File: config.mk
export PLATFORM = sky130hd
export DESIGN_NAME = pid_sequencer
export DESIGN_NICKNAME = d
export VERILOG_FILES = /design/src/rtl/pid_sequencer.sv
export SDC_FILE = /design/constraint.sdc
export NUM_CORES = 1
export LEC_CHECK = 0
export CORE_MARGIN = 3
export CORE_UTILIZATION = 65
export CTS_CLUSTER_DIAMETER = 80
export CTS_CLUSTER_SIZE = 12
export DETAILED_ROUTE_END_ITERATION = 10
export HOLD_SLACK_MARGIN = 0.15
export PLACE_DENSITY = 0.86
export SLEW_MARGIN = 40
export SYNTH_ARGS = -nofsm -noshare
export SYNTH_HDL_FRONTEND = slang
export SYNTH_SLANG_ARGS = --single-unit
File: constraint.sdc
create_clock -name clk -period 7.34 [get_ports clk]
set_clock_uncertainty 0.05 [all_clocks]
set_input_delay 1.468 -clock clk [delete_from_list [all_inputs] [get_ports clk]]
set_output_delay 1.468 -clock clk [all_outputs]
set_load 0.05 [all_outputs]
File: src/rtl/pid_sequencer.sv
`default_nettype none
// ============================================================================
// Module      : pid_sequencer
// Description : Multi-cycle sequencer for the balance-loop PID datapath.
//               Saturates each accepted ptch_err sample, builds P, I and D
//               terms in successive states and emits a saturated 12-bit
//               drive command with a 1-cycle valid pulse.
//               Optional feature macro: PID_DROP_CNT_EN (dropped-sample count).
// Revision    : 1.0 - initial release
// ============================================================================
module pid_sequencer #(
    parameter int unsigned P_COEFF       = 12,
    parameter int unsigned D_COEFF       = 20,
    parameter int unsigned D_QUEUE_DEPTH = 2,
    parameter int unsigned I_SHIFT       = 6
) (
    input  logic        clk,
    input  logic        rst_n,
    input  logic        vld,
    input  logic [15:0] ptch_err,
    input  logic        pwr_up,
    input  logic        clr_I,
    output logic [11:0] PID_cntrl,
    output logic        cntrl_vld,
    output logic        busy,
    output logic [7:0]  drop_cnt
);

    localparam logic [2:0] c_ST_IDLE = 3'd0;
    localparam logic [2:0] c_ST_SAT  = 3'd1;
    localparam logic [2:0] c_ST_PT   = 3'd2;
    localparam logic [2:0] c_ST_IT   = 3'd3;
    localparam logic [2:0] c_ST_DT   = 3'd4;
    localparam logic [2:0] c_ST_SUM  = 3'd5;
    localparam logic [2:0] c_ST_DONE = 3'd6;

    localparam logic signed [15:0] c_P_GAIN = 16'(P_COEFF);
    localparam logic signed [12:0] c_D_GAIN = 13'(D_COEFF);

    logic [2:0]                    state_q, state_d;
    logic signed [15:0]            err_raw_q, err_raw_d;
    logic signed [9:0]             err_sat_q, err_sat_d;
    logic signed [15:0]            p_term_q, p_term_d;
    logic signed [17:0]            integ_q, integ_d;
    logic signed [11:0]            i_term_q, i_term_d;
    logic signed [12:0]            d_term_q, d_term_d;
    logic [11:0]                   pid_q, pid_d;
    logic                          cntrl_vld_q, cntrl_vld_d;
    logic [D_QUEUE_DEPTH-1:0][9:0] queue_q, queue_d;

    logic signed [9:0]  w_err_sat;
    logic signed [15:0] w_err_ext16;
    logic signed [15:0] w_p_prod;
    logic signed [17:0] w_err_ext18;
    logic signed [17:0] w_integ_sum;
    logic               w_integ_ovf;
    logic signed [17:0] w_integ_next;
    logic signed [9:0]  w_q_tap;
    logic signed [10:0] w_d_diff;
    logic signed [6:0]  w_d_sat;
    logic signed [12:0] w_d_ext13;
    logic signed [12:0] w_d_prod;
    logic signed [16:0] w_sum;
    logic [11:0]        w_sum_sat;

    // ------------------------------------------------------------------
    // Datapath: each term is computed from already-registered operands
    // ------------------------------------------------------------------
    always_comb begin
        w_err_sat = err_raw_q[9:0];
        if (err_raw_q > 16'sd511) begin
            w_err_sat = 10'sd511;
        end else if (err_raw_q < -16'sd512) begin
            w_err_sat = -10'sd512;
        end
    end

    assign w_err_ext16 = {{6{err_sat_q[9]}}, err_sat_q};
    assign w_p_prod    = w_err_ext16 * c_P_GAIN;

    assign w_err_ext18 = {{8{err_sat_q[9]}}, err_sat_q};
    assign w_integ_sum = integ_q + w_err_ext18;
    // Two's-complement overflow: same-sign operands yielding a different sign
    assign w_integ_ovf = (integ_q[17] == w_err_ext18[17]) && (w_integ_sum[17] != integ_q[17]);

    always_comb begin
        if (!pwr_up || clr_I) begin
            w_integ_next = '0;
        end else if (w_integ_ovf) begin
            w_integ_next = integ_q;
        end else begin
            w_integ_next = w_integ_sum;
        end
    end

    assign w_q_tap  = queue_q[D_QUEUE_DEPTH-1];
    assign w_d_diff = {err_sat_q[9], err_sat_q} - {w_q_tap[9], w_q_tap};

    always_comb begin
        w_d_sat = w_d_diff[6:0];
        if (w_d_diff > 11'sd63) begin
            w_d_sat = 7'sd63;
        end else if (w_d_diff < -11'sd64) begin
            w_d_sat = -7'sd64;
        end
    end

    assign w_d_ext13 = {{6{w_d_sat[6]}}, w_d_sat};
    assign w_d_prod  = w_d_ext13 * c_D_GAIN;

    assign w_sum = {p_term_q[15], p_term_q}
                 + {{5{i_term_q[11]}}, i_term_q}
                 + {{4{d_term_q[12]}}, d_term_q};

    always_comb begin
        w_sum_sat = w_sum[11:0];
        if (w_sum > 17'sd2047) begin
            w_sum_sat = 12'h7FF;
        end else if (w_sum < -17'sd2048) begin
            w_sum_sat = 12'h800;
        end
    end

    // ------------------------------------------------------------------
    // Sequencer: one state per datapath stage, state updates gated here
    // ------------------------------------------------------------------
    always_comb begin
        state_d     = state_q;
        err_raw_d   = err_raw_q;
        err_sat_d   = err_sat_q;
        p_term_d    = p_term_q;
        integ_d     = integ_q;
        i_term_d    = i_term_q;
        d_term_d    = d_term_q;
        pid_d       = pid_q;
        queue_d     = queue_q;
        cntrl_vld_d = (state_q == c_ST_SUM);

        case (state_q)
            c_ST_IDLE: begin
                if (vld) begin
                    state_d   = c_ST_SAT;
                    err_raw_d = ptch_err;
                end
            end
            c_ST_SAT: begin
                state_d   = c_ST_PT;
                err_sat_d = w_err_sat;
            end
            c_ST_PT: begin
                state_d  = c_ST_IT;
                p_term_d = w_p_prod;
            end
            c_ST_IT: begin
                state_d  = c_ST_DT;
                integ_d  = w_integ_next;
                i_term_d = 12'(w_integ_next >>> I_SHIFT);
            end
            c_ST_DT: begin
                state_d  = c_ST_SUM;
                d_term_d = w_d_prod;
            end
            c_ST_SUM: begin
                state_d    = c_ST_DONE;
                pid_d      = w_sum_sat;
                queue_d[0] = err_sat_q;
                for (int k = 1; k < int'(D_QUEUE_DEPTH); k++) begin
                    queue_d[k] = queue_q[k-1];
                end
            end
            c_ST_DONE: begin
                state_d = c_ST_IDLE;
            end
            default: begin
                state_d = c_ST_IDLE;
            end
        endcase
    end

    always_ff @(posedge clk or negedge rst_n) begin
        if (!rst_n) begin
            state_q     <= c_ST_IDLE;
            err_raw_q   <= '0;
            err_sat_q   <= '0;
            p_term_q    <= '0;
            integ_q     <= '0;
            i_term_q    <= '0;
            d_term_q    <= '0;
            pid_q       <= '0;
            cntrl_vld_q <= 1'b0;
            queue_q     <= '0;
        end else begin
            state_q     <= state_d;
            err_raw_q   <= err_raw_d;
            err_sat_q   <= err_sat_d;
            p_term_q    <= p_term_d;
            integ_q     <= integ_d;
            i_term_q    <= i_term_d;
            d_term_q    <= d_term_d;
            pid_q       <= pid_d;
            cntrl_vld_q <= cntrl_vld_d;
            queue_q     <= queue_d;
        end
    end

    assign PID_cntrl = pid_q;
    assign cntrl_vld = cntrl_vld_q;
    assign busy      = (state_q != c_ST_IDLE) && (state_q != c_ST_DONE);

`ifdef PID_DROP_CNT_EN
    logic [7:0] drop_cnt_q, drop_cnt_d;

    // Any strobe seen outside IDLE is a lost sample; count saturates
    always_comb begin
        drop_cnt_d = drop_cnt_q;
        if (vld && (state_q != c_ST_IDLE) && (drop_cnt_q != 8'hFF)) begin
            drop_cnt_d = drop_cnt_q + 8'd1;
        end
    end

    always_ff @(posedge clk or negedge rst_n) begin
        if (!rst_n) begin
            drop_cnt_q <= '0;
        end else begin
            drop_cnt_q <= drop_cnt_d;
        end
    end

    assign drop_cnt = drop_cnt_q;
`else
    assign drop_cnt = 8'h00;
`endif

endmodule
`default_nettype wire

==> summary.md, run 1 <==
| Metric | Value |
|---|---|
| Most frequent cells after synthesis | `dfrtp_1 (104), nand2_1 (89), ha_1 (84)` |
| Hold Path Class | `reg -> reg` |
| CP Data Arrival Time | `5.19 ns` |
| Measured slew at the worst slew-check pin | `0.730 ns` |
| RSZ-0062 raised after global routing | `false` |
| Dpl hpwl | `12.7 mm` |
| Critical path depth | `21` |
| N_diodes | `0` |
| FF+latch count, synth | `104` |
| Slew margin rel. | `0.513` |
| Final wirelength | `~17 mm` |
| Initial DRC count | `414` |
| Clock-pin transition on the worst setup and hold timing paths | `about 0.07 ns` |
| Die area | `between 0.01 and 0.015 mm2` |
| CP max-delay cell | `dfrtp_1` |
| Routed len/inst | `roughly 18 um` |
| Final worst path period share | `0.684` |
| First-pass GRT wire length | `approximately 29 mm` |
| Crit. End Element | `flip-flop` |
| Worst skew pair latency | `about 0.36 ns` |
| Final Hold Fails | `0` |
| TritonCTS clock tree | `done` |
| Fin cells | `954` |
| TritonCTS Buffers | `9` |
| Cts hold-fix bufs | `0` |
| CP bufs+invs | `2` |
| Gr usage total | `0.278` |
| CTS Sinks | `between 100 and 150` |
| DP Cell Count | `938` |
| Largest stage delay on the critical path | `approximately 0.41 ns` |
| Register area share after synthesis | `0.353` |
| Top area cells in the synthesized netlist | `dfrtp_1 (35%), ha_1 (14%), nand2_1 (4.5%)` |
| Largest net degree at the start of global routing | `79` |
| GRT overflow | `0` |
| Via Count | `between 6,000 and 7,000` |
| Placer Congestion | `0.874` |
| CP delay by family, top | `compound AO/OA/AOI/OAI gates` |
| Initial antenna violation count | `0` |
| Crit-path cells | `inv_1 > ha_1 > inv_1 > fa_1 > a21oi_1 > o211ai_1 > o21a_1 > o22ai_1 > xor2_1 > o221ai_1 > nor2b_1 > o21bai_1 > ha_1 > ha_1 > fa_1 > a21o_1 > a21oi_1 > nor2b_1 > o21ai_0 > xor2_1 > o21ai_0` |
| Antenna-violating nets left | `0` |
| Residual DRC | `0` |
| Worst-path fanout max | `6` |
| Post-synth EDFFs | `0` |
| Most frequent cell after synthesis | `dfrtp_1` |
| CTS root buf | `clkbuf_16` |
| CP most frequent cell | `ha_1` |
| Fmax | `199 MHz` |
| Startpoint types | `flip-flop` |
| I/O pin count | `43` |
| Pre-Repair DR Iteration Count | `5` |
| Period minus WS final | `5.02 ns` |
| Number of global-route vias before repair | `6,021` |
| Synth top area share | `0.353` |
| Ratio of cells with drive above 1 in the final layout | `0.0934` |
| R2R cell count | `21` |
| Post-cts sizing count | `0` |
| Syn_area_per_cell | `~9.4 um2` |
| Max clock buf depth | `2` |
| Hold depth | `2` |
| Die Ht | `113 um` |
| Synth warnings | `0` |
| Nets | `between 900 and 1,000` |
| Async set or reset register ratio after synthesis | `1.00` |
| Critical path class | `reg -> reg` |
| # setup viols final | `0` |
| Setup TNS | `0 ns` |
| Core area | `0.0110 mm2` |
| Die width | `between 100 and 150 um` |
| Crit path required time | `7.51 ns` |
| Setup Buffers After CTS | `0` |
| Max-slew violations | `0` |
| Fin Hold WS | `0.428 ns` |
| MaxCap Viol Count | `0` |
| Htree depth | `3` |
| Standard-cell row count | `38` |
| Vias per inst | `6.31` |
| Initial core utilization | `0.672` |
| Area delta synth->final | `9.72%` |
| Distinct cells, synth | `76` |
| Port Buffers | `34` |
| Area leader, netlist | `dfrtp_1` |
| Ys flop type | `dfrtp_1` |
| Synthesized area | `0.00738 mm2` |
| Status | `finished, final reports clean` |
| # fillers | `approximately 800` |
| Gate Count Post-Synth | `between 700 and 800` |
==> final timing paths <==
path | startpoint | to | slack (ns)
max | err_sat_q[0] | d_term_q[11] | 2.32
min | queue_q[6] | queue_q[6] | 0.43
max reg2reg | err_sat_q[0] | d_term_q[11] | 2.32
min reg2reg | queue_q[6] | queue_q[6] | 0.43
max in group asynchronous | rst_n | integ_q[17] | 5.25
min in group asynchronous | rst_n | integ_q[10] | 0.97
==> state kept, by name (all words and copies together), names as in the netlist <==
name and flops:
PID_cntrl 12, cntrl_vld 1, d_term_q 11, err_raw_q 16, err_sat_q 10, integ_q 18
p_term_q 13, queue_q 10, state_q 3, w_q_tap 10
==> tightest hold or removal path: cells and delay by family, from the launching register on <==
| family | cells | cell delay, ns |
|---|---|---|
| DFF | 1 | 0.34 |
| and+or+nand+nor | 2 | 0.11 |
==> cells in the final DEF (no fill, tap or decap), types with 4 or more instances in the layout <==
cell type	synthesis	final
mux2_2	23	23
o21bai_1	12	12
a21oi_1	50	50
or3_1	10	10
nor3_1	12	12
nand2b_1	7	6
clkdlybuf4s50_1	0	33
fa_1	6	6
dfrtp_1	104	104
or2_2	4	4
o21a_1	6	6
nand2_1	89	89
a211o_1	4	4
o22ai_1	4	4
conb_1	1	8
a22o_2	7	7
o31ai_1	5	5
nor2_1	51	51
a22o_1	10	10
a211oi_1	4	4
inv_1	33	32
ha_1	84	84
clkbuf_16	0	9
nand3_1	11	11
mux2i_1	5	5
nor2b_1	15	15
a21o_1	17	17
o21ai_0	59	59
xnor2_1	35	35
xor2_1	19	19
==> cell families (layout without fill, tap and decap cells) <==
family,Yosys count,after routing,share of synthesized area
other,1,8,0.000508
flip-flops,104,104,0.353
multiplexers,28,28,0.0419
AO/OA/AOI/OAI,223,223,0.202
buffers and inverters,62,86,0.0390
adder cells (fa/ha/maj),90,90,0.159
XOR/XNOR,54,54,0.0641
AND/OR/NAND/NOR,221,221,0.141
==> area by class of cell <==
type,instances,area (um2),share of cell area
clock buffer,10,239,0.0295
clock inverter,6,60.1,0.00742
inverter,33,124,0.0153
multi-input combinational,624,4530,0.560
sequential,104,2600,0.321
tap,140,175,0.0216
timing repair buffer,37,364,0.0450
==> through the flow <==
step / util / area (um2) / worst slack, ns
floorplan: - / 7410 / 2.95
global placement: 0.708 / 7780 / 2.65
detailed placement: 0.710 / 7790 / 2.44
CTS: 0.737 / 8090 / 2.43
global route: 0.737 / 8100 / 2.05
finish: 0.737 / 8100 / 2.32
==> layer usage <==
metal	GRT usage	vias up	share of wire
li1	-	2852	-
met2	0.473	225	0.49
met1	0.344	2886	0.42
met4	0.127	0	0.039
met5	0	-	0
met3	0.0491	55	0.053
Power of run 1 is left out: the tool's default activity adds up to more than one toggle a clock period on the data nets, which glitch-free logic cannot reach.
==> inputs of run 2 (changes only) <==
- CORE_UTILIZATION: 65 -> 55
- PLACE_DENSITY: 0.86 -> 0.77
- clock period: 7.34 -> 4.4 ns (I/O delays scaled with it)
==> run 2 against run 1 <==
Compared with the run above:
- the flow now finishes with violations (negative setup slack)
- critical path depth up 2
- flip-flop and latch count unchanged
- maximum frequency up 13%
- wire length up 8.9%
- global-route usage down 3.4 points
- count of clock-buffer cells in the layout down 1
- first-iteration DRC count down 30%
- highest routed layer unchanged
==> summary.md, run 2 (synthesis results as in run 1) <==
| Metric | Value |
|---|---|
| CTS Sinks | `around 100` |
| Measured slew at the worst slew-check pin | `0.701 ns` |
| Number of global-route vias before repair | `5,967` |
| Max clock buf depth | `2` |
| Worst skew pair latency | `about 0.36 ns` |
| Fmax | `226 MHz` |
| Cts hold-fix bufs | `0` |
| Antenna-violating nets left | `0` |
| I/O pin count | `43` |
| Dpl hpwl | `13.1 mm` |
| Initial antenna violation count | `0` |
| Pre-Repair DR Iteration Count | `6` |
| MaxCap Viol Count | `0` |
| Routed len/inst | `17.9 um` |
| R2R setup slack | `-0.03 ns` |
| Fin cells | `1,025` |
| Standard-cell row count | `41` |
| Final wirelength | `18.4 mm` |
| Die area | `0.0148 mm2` |
| Fin Hold WS | `about 0.42 ns` |
| Most crowded layer after global routing | `met2` |
| Final setup margin | `-0.0305 ns` |
| CTS root buf | `clkbuf_16` |
| Pre-CTS setup slack | `-0.262 ns` |
| Residual DRC | `0` |
| CP Data Arrival Time | `4.60 ns` |
| Htree depth | `3` |
| GR met1 Demand/Resource | `0.306` |
| Commonest non-fill, non-tap cell in the layout | `dfrtp_1` |
| GRT overflow | `0` |
| Hold Path Class | `in -> async` |
| Status | `finished with violations` |
| TritonCTS clock tree | `done` |
| Met3 usage | `0.0316` |
| Via Count | `between 6,000 and 7,000` |
| Crit. End Element | `flip-flop` |
| Port Buffers | `34` |
| Final Hold Fails | `0` |
| Biggest register | `integ_q` |
| N_diodes | `0` |
| # setup viols final | `3` |
| RR Startpoint | `err_sat_q[0]` |
| Critical path class | `reg -> reg` |
| Largest net degree at the start of global routing | `41` |
| Slew margin rel. | `0.533` |
| Startpoint types | `flip-flop` |
| Initial core utilization | `0.573` |
| Die width | `122 um` |
| RSZ-0062 raised after global routing | `true` |
| # fillers | `~980` |
| Vias per inst | `between 5 and 6` |
| Initial DRC count | `about 290` |
| Placer Congestion | `0.922` |
| Clock-pin transition on the worst setup and hold timing paths | `roughly 0.07 ns` |
| Area delta synth->final | `18.6%` |
| Ratio of cells with drive above 1 in the final layout | `0.185` |
| Met2 Use GR | `0.420` |
| Gr usage total | `0.244` |
| RR Endpoint | `d_term_q[11]` |
| R2R cell count | `23` |
| Period minus WS final | `~4.4 ns` |
| Crit path required time | `4.57 ns` |
| Final worst path period share | `1.01` |
| Largest registers | `integ_q: 18 flops, err_raw_q: 16 flops, p_term_q: 13 flops` |
| Worst-path fanout max | `5` |
| Die Ht | `122 um` |
| Core area | `0.0129 mm2` |
| First-pass GRT wire length | `between 20 and 30 mm` |
| DP Cell Count | `about 1,000` |
| TritonCTS Buffers | `9` |
| Max-slew violations | `0` |
| Failing checks | `negative setup slack` |
| Nets | `960` |
| Most frequent cells in the layout | `dfrtp_1 (103), nand2_1 (89), ha_1 (72), o21ai_0 (53), nor2_1 (51)` |
| Max reg flops | `18` |
==> run 2: changes by cell type in the layout (fill, tap and decap cells not counted), moves of 5 or more <==
cell / change
a21oi_1: -7
o21ai_1: +5
o21ai_0: -6
ha_1: -12
o21bai_4: +5
buf_4: +39
a21oi_2: +6
ha_4: +9
o21bai_1: -5
==> run 2: final cells by class <==
cell class | count | area, um2 | area share
clock buffer | 9 | 225 | 0.0257
clock inverter | 6 | 68.8 | 0.00786
inverter | 33 | 124 | 0.0142
multi-input combinational | 624 | 4850 | 0.555
sequential | 104 | 2600 | 0.297
tap | 172 | 215 | 0.0246
timing repair buffer | 77 | 662 | 0.0756
==> run 2: through the flow <==
stage                     setup TNS (ns)  area, um2   util
final                            -0.0731       8750  0.680
after detailed placement          -0.841       8040  0.624
after global placement           -0.0558       8040  0.624
after floorplan                        0       7410      -
after CTS                              0       8440  0.655
after global routing               -2.08       8750  0.680
==> run 2: how the worst max path moves through the flow <==
stage / end / slack [ns] / start
3_3_place_gp: d_term_q[11] / -0.06 / err_sat_q[0]
6_report: d_term_q[11] / -0.03 / err_sat_q[0]
5_1_grt: d_term_q[11] / -0.28 / err_sat_q[0]
2_1_floorplan: d_term_q[11] / 0.01 / err_sat_q[0]
4_1_cts: PID_cntrl[1] / 0.02 / integ_q[9]
3_5_place_dp: d_term_q[12] / -0.26 / err_sat_q[0]
==> run 2: worst max-delay path: stages (launching register included) <==
cell	delay [ns]
dfrtp_1	0.39
inv_2	0.09
ha_4	0.14
inv_2	0.04
fa_2	0.36
a21oi_2	0.15
o211ai_1	0.22
buf_4	0.21
nor3b_4	0.23
buf_4	0.15
a21oi_2	0.06
o22ai_2	0.19
a21boi_2	0.11
buf_4	0.16
o21bai_4	0.17
ha_4	0.23
ha_4	0.16
fa_2	0.39
a21o_1	0.21
a21oi_2	0.17
nor2b_1	0.07
o21ai_1	0.15
xor2_1	0.16
o21ai_1	0.07
==> run 2: metal layers <==
metal | wire [um] | vias to the layer above
met2 | 9350 | 153
met3 | 696 | 40
met4 | 610 | 0
met5 | 0 | -
met1 | 7740 | 2906
li1 | - | 2923
==> run 2: timing repair <==
action	4_1_cts	5_1_grt
buffers inserted	2	8
cloned	0	1
pin swaps	5	34
gates resized for setup	20	46
setup endpoints to repair	7	15
Power of run 2 is left out for the same reason.
==> edit 1, RTL diff (settings of run 2) <==
Build with the macro `PID_DROP_CNT_EN` defined.
--- a/src/rtl/pid_sequencer.sv
+++ b/src/rtl/pid_sequencer.sv
@@ -9,4 +9,6 @@
 // Revision    : 1.0 - initial release
 // ============================================================================
+`define PID_DROP_CNT_EN
+
 module pid_sequencer #(
     parameter int unsigned P_COEFF       = 12,
Function: changed (a bounded check fails within 4 cycles, from zero or initial values and one cycle with rst_n low).
==> edit 1 against run 2 <==
  * Design area up 3.8%
  * Count of clock-buffer cells in the layout unchanged
  * Via count up 4.2%
  * Critical path depth down 5
  * Critical path type unchanged
  * Setup slack better by 63 ps
  * Area after synthesis up 2.5%
  * Sequential cell count up 8
  * Wire length down 1.4%
Power is left out: the tool's default activity adds up to more than one toggle a clock period on the data nets, which glitch-free logic cannot reach.
==> edit 1: results (changes against run 2) <==
status=complete, no violations (was complete, but fails checks); Inst Count DP=1038 (was 999); Crit. Startpoint=integ_q[9] (was err_sat_q[0]); multi-input gates=644 (was 624); Worst Path Arrival=4570 ps (was 4600 ps); fin cells=1072 (was 1025); met1 usage=30.5% (was 30.6%); GR Util All Layers=24.3% (was 24.4%); Slowest-stage cell, CP=dfrtp_2 (was dfrtp_1); Netlist cell types=61 (was 76); DRT Pass-1 Iters=5 (was 6); met2 GRT Util=41.4% (was 42.0%); routed vias/inst=5.86 (was 5.88); post-synthesis sequential area ratio=37.0% (was 35.3%); Seq. cell area=2800 sq um (was 2600 sq um); Area after DPL=8360 sq um (was 8040 sq um); mux contribution to synthesized area=4.12% (was 4.19%); CP endpoint=PID_cntrl[0] (was d_term_q[11]); first-pass GRT wire length=29300 um (was 28800 um); starting DRC count in detailed routing=371 (was 288); fmax=0.229 GHz (was 0.226 GHz); NonClk Buf Share=9.05% (was 7.56%); Compound-Gate Fraction of Synth Area=17.7% (was 20.2%); Area growth, synth to finish=20.0% (was 18.6%); ratio of cells with drive above 1 in the final layout=17.5% (was 18.5%); met3 usage=4.03% (was 3.16%); filler cell count in the final layout=1045 (was 978); Worst Max-Slew Pin Slew=751 ps (was 701 ps); Yosys warning total=0 (unchanged); CP Max Fanout=6 (was 5); post-synthesis register bit count=112 (was 104); DP Worst Slack=-162 ps (was -262 ps); Well Taps=176 (was 172); fraction of area in multi-input gates=53.1% (was 55.5%); vias in the first global route=6155 (was 5967); synth cell count leaders=112 x dfrtp_1, 109 x nand2_1, 85 x ha_1 (was 104 x dfrtp_1, 89 x nand2_1, 84 x ha_1); largest net degree at the start of global routing=82 (was 41); Synth area leaders=dfrtp_1 37%, ha_1 14%, nand2_1 5.4%, xnor2_1 5.1%, mux2_2 3.6% (was dfrtp_1 35%, ha_1 14%, nand2_1 4.5%, xnor2_1 4.2%, o21ai_0 4.0%); Adder-Cell Fraction of Synth Area=15.6% (was 15.9%); mean post-synth cell area=9.34 sq um (was 9.42 sq um); reg2reg path depth=18 (was 23); wire per inst=16.9 um (was 17.9 um); number of signal-net buffers in the layout=91 (was 77)
## edit 1: cell count changes after synthesis, sizes merged, moves of 4 or more
cell / change
nand2: +20
buf: -10
nor2: +9
xnor2: +9
dfrtp: +8
nand2b: +6
o21ai: -6
o21bai: -5
and2: +4
## edit 1: repair_timing
item	CTS	global route
resized for setup	6	64
buffers inserted	1	15
gates cloned	0	2
pin swaps	3	34
setup endpoints to repair	15	15
## edit 1: metal layers
layer	wire, um	vias to the layer above	part of all wire, %
met2	9130	162	50
li1	-	3026	-
met3	698	42	3.8
met5	0	-	0
met1	7700	3047	42
met4	620	0	3.4
## edit 1: how the worst min path moves through the flow
stage	endpoint	slack [ps]	cells after the start
2_1_floorplan	w_q_tap[0]	390	2
3_3_place_gp	w_q_tap[0]	410	2
3_5_place_dp	queue_q[8]	420	2
4_1_cts	queue_q[8]	440	2
5_1_grt	integ_q[10]	300	1
6_report	integ_q[10]	300	1
==> edit 2, RTL diff (flow settings as in run 2) <==
Without the edit above. Register the inputs `ptch_err`, `pwr_up` and `clr_I` before use, cleared by the reset. The logic sees them one clock later. The other inputs are not delayed to match.
--- a/src/rtl/pid_sequencer.sv
+++ b/src/rtl/pid_sequencer.sv
@@ -38,4 +38,20 @@
     localparam logic signed [12:0] c_D_GAIN = 13'(D_COEFF);
 
+    logic [15:0] ptch_err_q;
+    logic pwr_up_q;
+    logic clr_I_q;
+
+    always_ff @(posedge clk or negedge rst_n) begin
+        if (!rst_n) begin
+            ptch_err_q <= '0;
+            pwr_up_q   <= '0;
+            clr_I_q    <= '0;
+        end else begin
+            ptch_err_q <= ptch_err;
+            pwr_up_q   <= pwr_up;
+            clr_I_q    <= clr_I;
+        end
+    end
+
     logic [2:0]                    state_q, state_d;
     logic signed [15:0]            err_raw_q, err_raw_d;
@@ -85,5 +101,5 @@
 
     always_comb begin
-        if (!pwr_up || clr_I) begin
+        if (!pwr_up_q || clr_I_q) begin
             w_integ_next = '0;
         end else if (w_integ_ovf) begin
@@ -141,5 +157,5 @@
                 if (vld) begin
                     state_d   = c_ST_SAT;
-                    err_raw_d = ptch_err;
+                    err_raw_d = ptch_err_q;
                 end
             end
Behaviour: not the same (Yosys sat finds a counterexample within 10 cycles, from zero or initial values and one cycle with rst_n low).
==> edit 2 against run 2 <==
  * Sequential cell count is 18 higher
  * Area after synthesis increased by 6.8%
  * Setup slack improved by 170 ps
  * Worst hold slack better by 2.6 ps
  * Wire length shrank 2.1%
  * Critical path depth decreased by 5
  * Critical endpoint is now PID_cntrl[3]
  * Synthesized cell count rose by 1.5%
  * Design area increased by 6.0%
  * Sequential share of layout area grew 3.2 points
Power is left out: the tool's default activity adds up to more than one toggle a clock period on the data nets, which glitch-free logic cannot reach.
==> edit 2: results (changes against run 2) <==
met3 WL=738 um (was 696 um); post-synthesis sequential area ratio=38.7% (was 35.3%); worst skew pair latency=420 ps (was 360 ps); Root Buffer=clkbuf_16 (unchanged); CTS buffer count=17 (was 9); Total Nets Final=965 (was 960); setup violators final=0 (was 3); routed vias/inst=5.83 (was 5.88); DRT Pass-1 Iters=4 (was 6); vias in the first global route=6194 (was 5967); CP peak stage delay=410 ps (was 390 ps); mux contribution to synthesized area=3.97% (was 4.19%); fin cells=1047 (was 1025); starting DRC count in detailed routing=363 (was 288); first-pass GRT wire length=30100 um (was 28800 um); Adder-Cell Fraction of Synth Area=14.9% (was 15.9%); status=complete, no violations (was complete, but fails checks); WL met2=9310 um (was 9350 um); filler cell count in the final layout=1040 (was 978); Worst Max-Slew Pin Slew=690 ps (was 701 ps); Area after DPL=8480 sq um (was 8040 sq um); GR Util All Layers=23.5% (was 24.4%); H-tree depth=4 (was 3); reg2reg path depth=18 (was 23); dpl hpwl=13100 um (about the same); routability cong.=0.926 (was 0.922); Compound-Gate Fraction of Synth Area=19.2% (was 20.2%); largest net degree at the start of global routing=79 (was 41); Netlist cell types=75 (was 76); synth cell count leaders=122 x dfrtp_1, 112 x nand2_1, 84 x ha_1 (was 104 x dfrtp_1, 89 x nand2_1, 84 x ha_1); Synth Area in XOR/XNOR=6.11% (was 6.41%); Syn Inst Count=795 (was 783); min-delay worst type=reg2reg (was in2async); DP Worst Slack=-103 ps (was -262 ps); top flop regs=err_raw_q x16, ptch_err_q x16, p_term_q x13 (was integ_q x18, err_raw_q x16, p_term_q x13)
[edit 2: cell families (layout without fill, tap and decap cells)]
group,after synthesis,in the layout
xor+xnor,55,55
mux,28,28
other cells,1,8
simple gates,218,218
fa+ha+maj,90,90
compound gates,209,209
flops,122,122
buf+inv,72,137
[edit 2: stage by stage]
stage / util [%] / TNS [ps]
2_1_floorplan: - / 0
3_3_place_gp: 60.8 / 0
3_5_place_dp: 60.9 / -181
4_1_cts: 65.2 / 0
5_1_grt: 66.6 / -273
6_report: 66.6 / 0
[edit 2: timing repair]
item	CTS	global route
setup endpoints to repair	12	15
hold buffers	0	0
pin swaps	1	18
setup buffers	1	5
resized for setup	5	34
[edit 2: metal layers]
| layer | up-vias | track usage, % |
|---|---|---|
| met4 | 0 | 9.18 |
| met3 | 44 | 5.00 |
| met5 | - | 0 |
| li1 | 2938 | - |
| met2 | 156 | 41.7 |
| met1 | 2962 | 28.0 |
[edit 2: final cells by class]
type | instances | area [sq um] | share of cell area [%]
clock inverters | 11 | 123 | 1.32
clock buffers | 21 | 450 | 4.86
inverters | 42 | 158 | 1.70
multi-input cells | 608 | 4680 | 50.5
flip-flops and latches | 122 | 3050 | 32.9
repair buffers | 63 | 584 | 6.30
well taps | 180 | 225 | 2.43
[edit 2: final timing paths]
check	start	endpoint	slack (ps)
worst max-delay path	i_term_q[2]	PID_cntrl[3]	140
worst min-delay path	ptch_err_q[6]	err_raw_q[6]	420
worst max register to register	i_term_q[2]	PID_cntrl[3]	140
worst min register to register	ptch_err_q[6]	err_raw_q[6]	420
max in group asynchronous	rst_n	PID_cntrl[10]	3060
min in group asynchronous	rst_n	i_term_q[9]	430
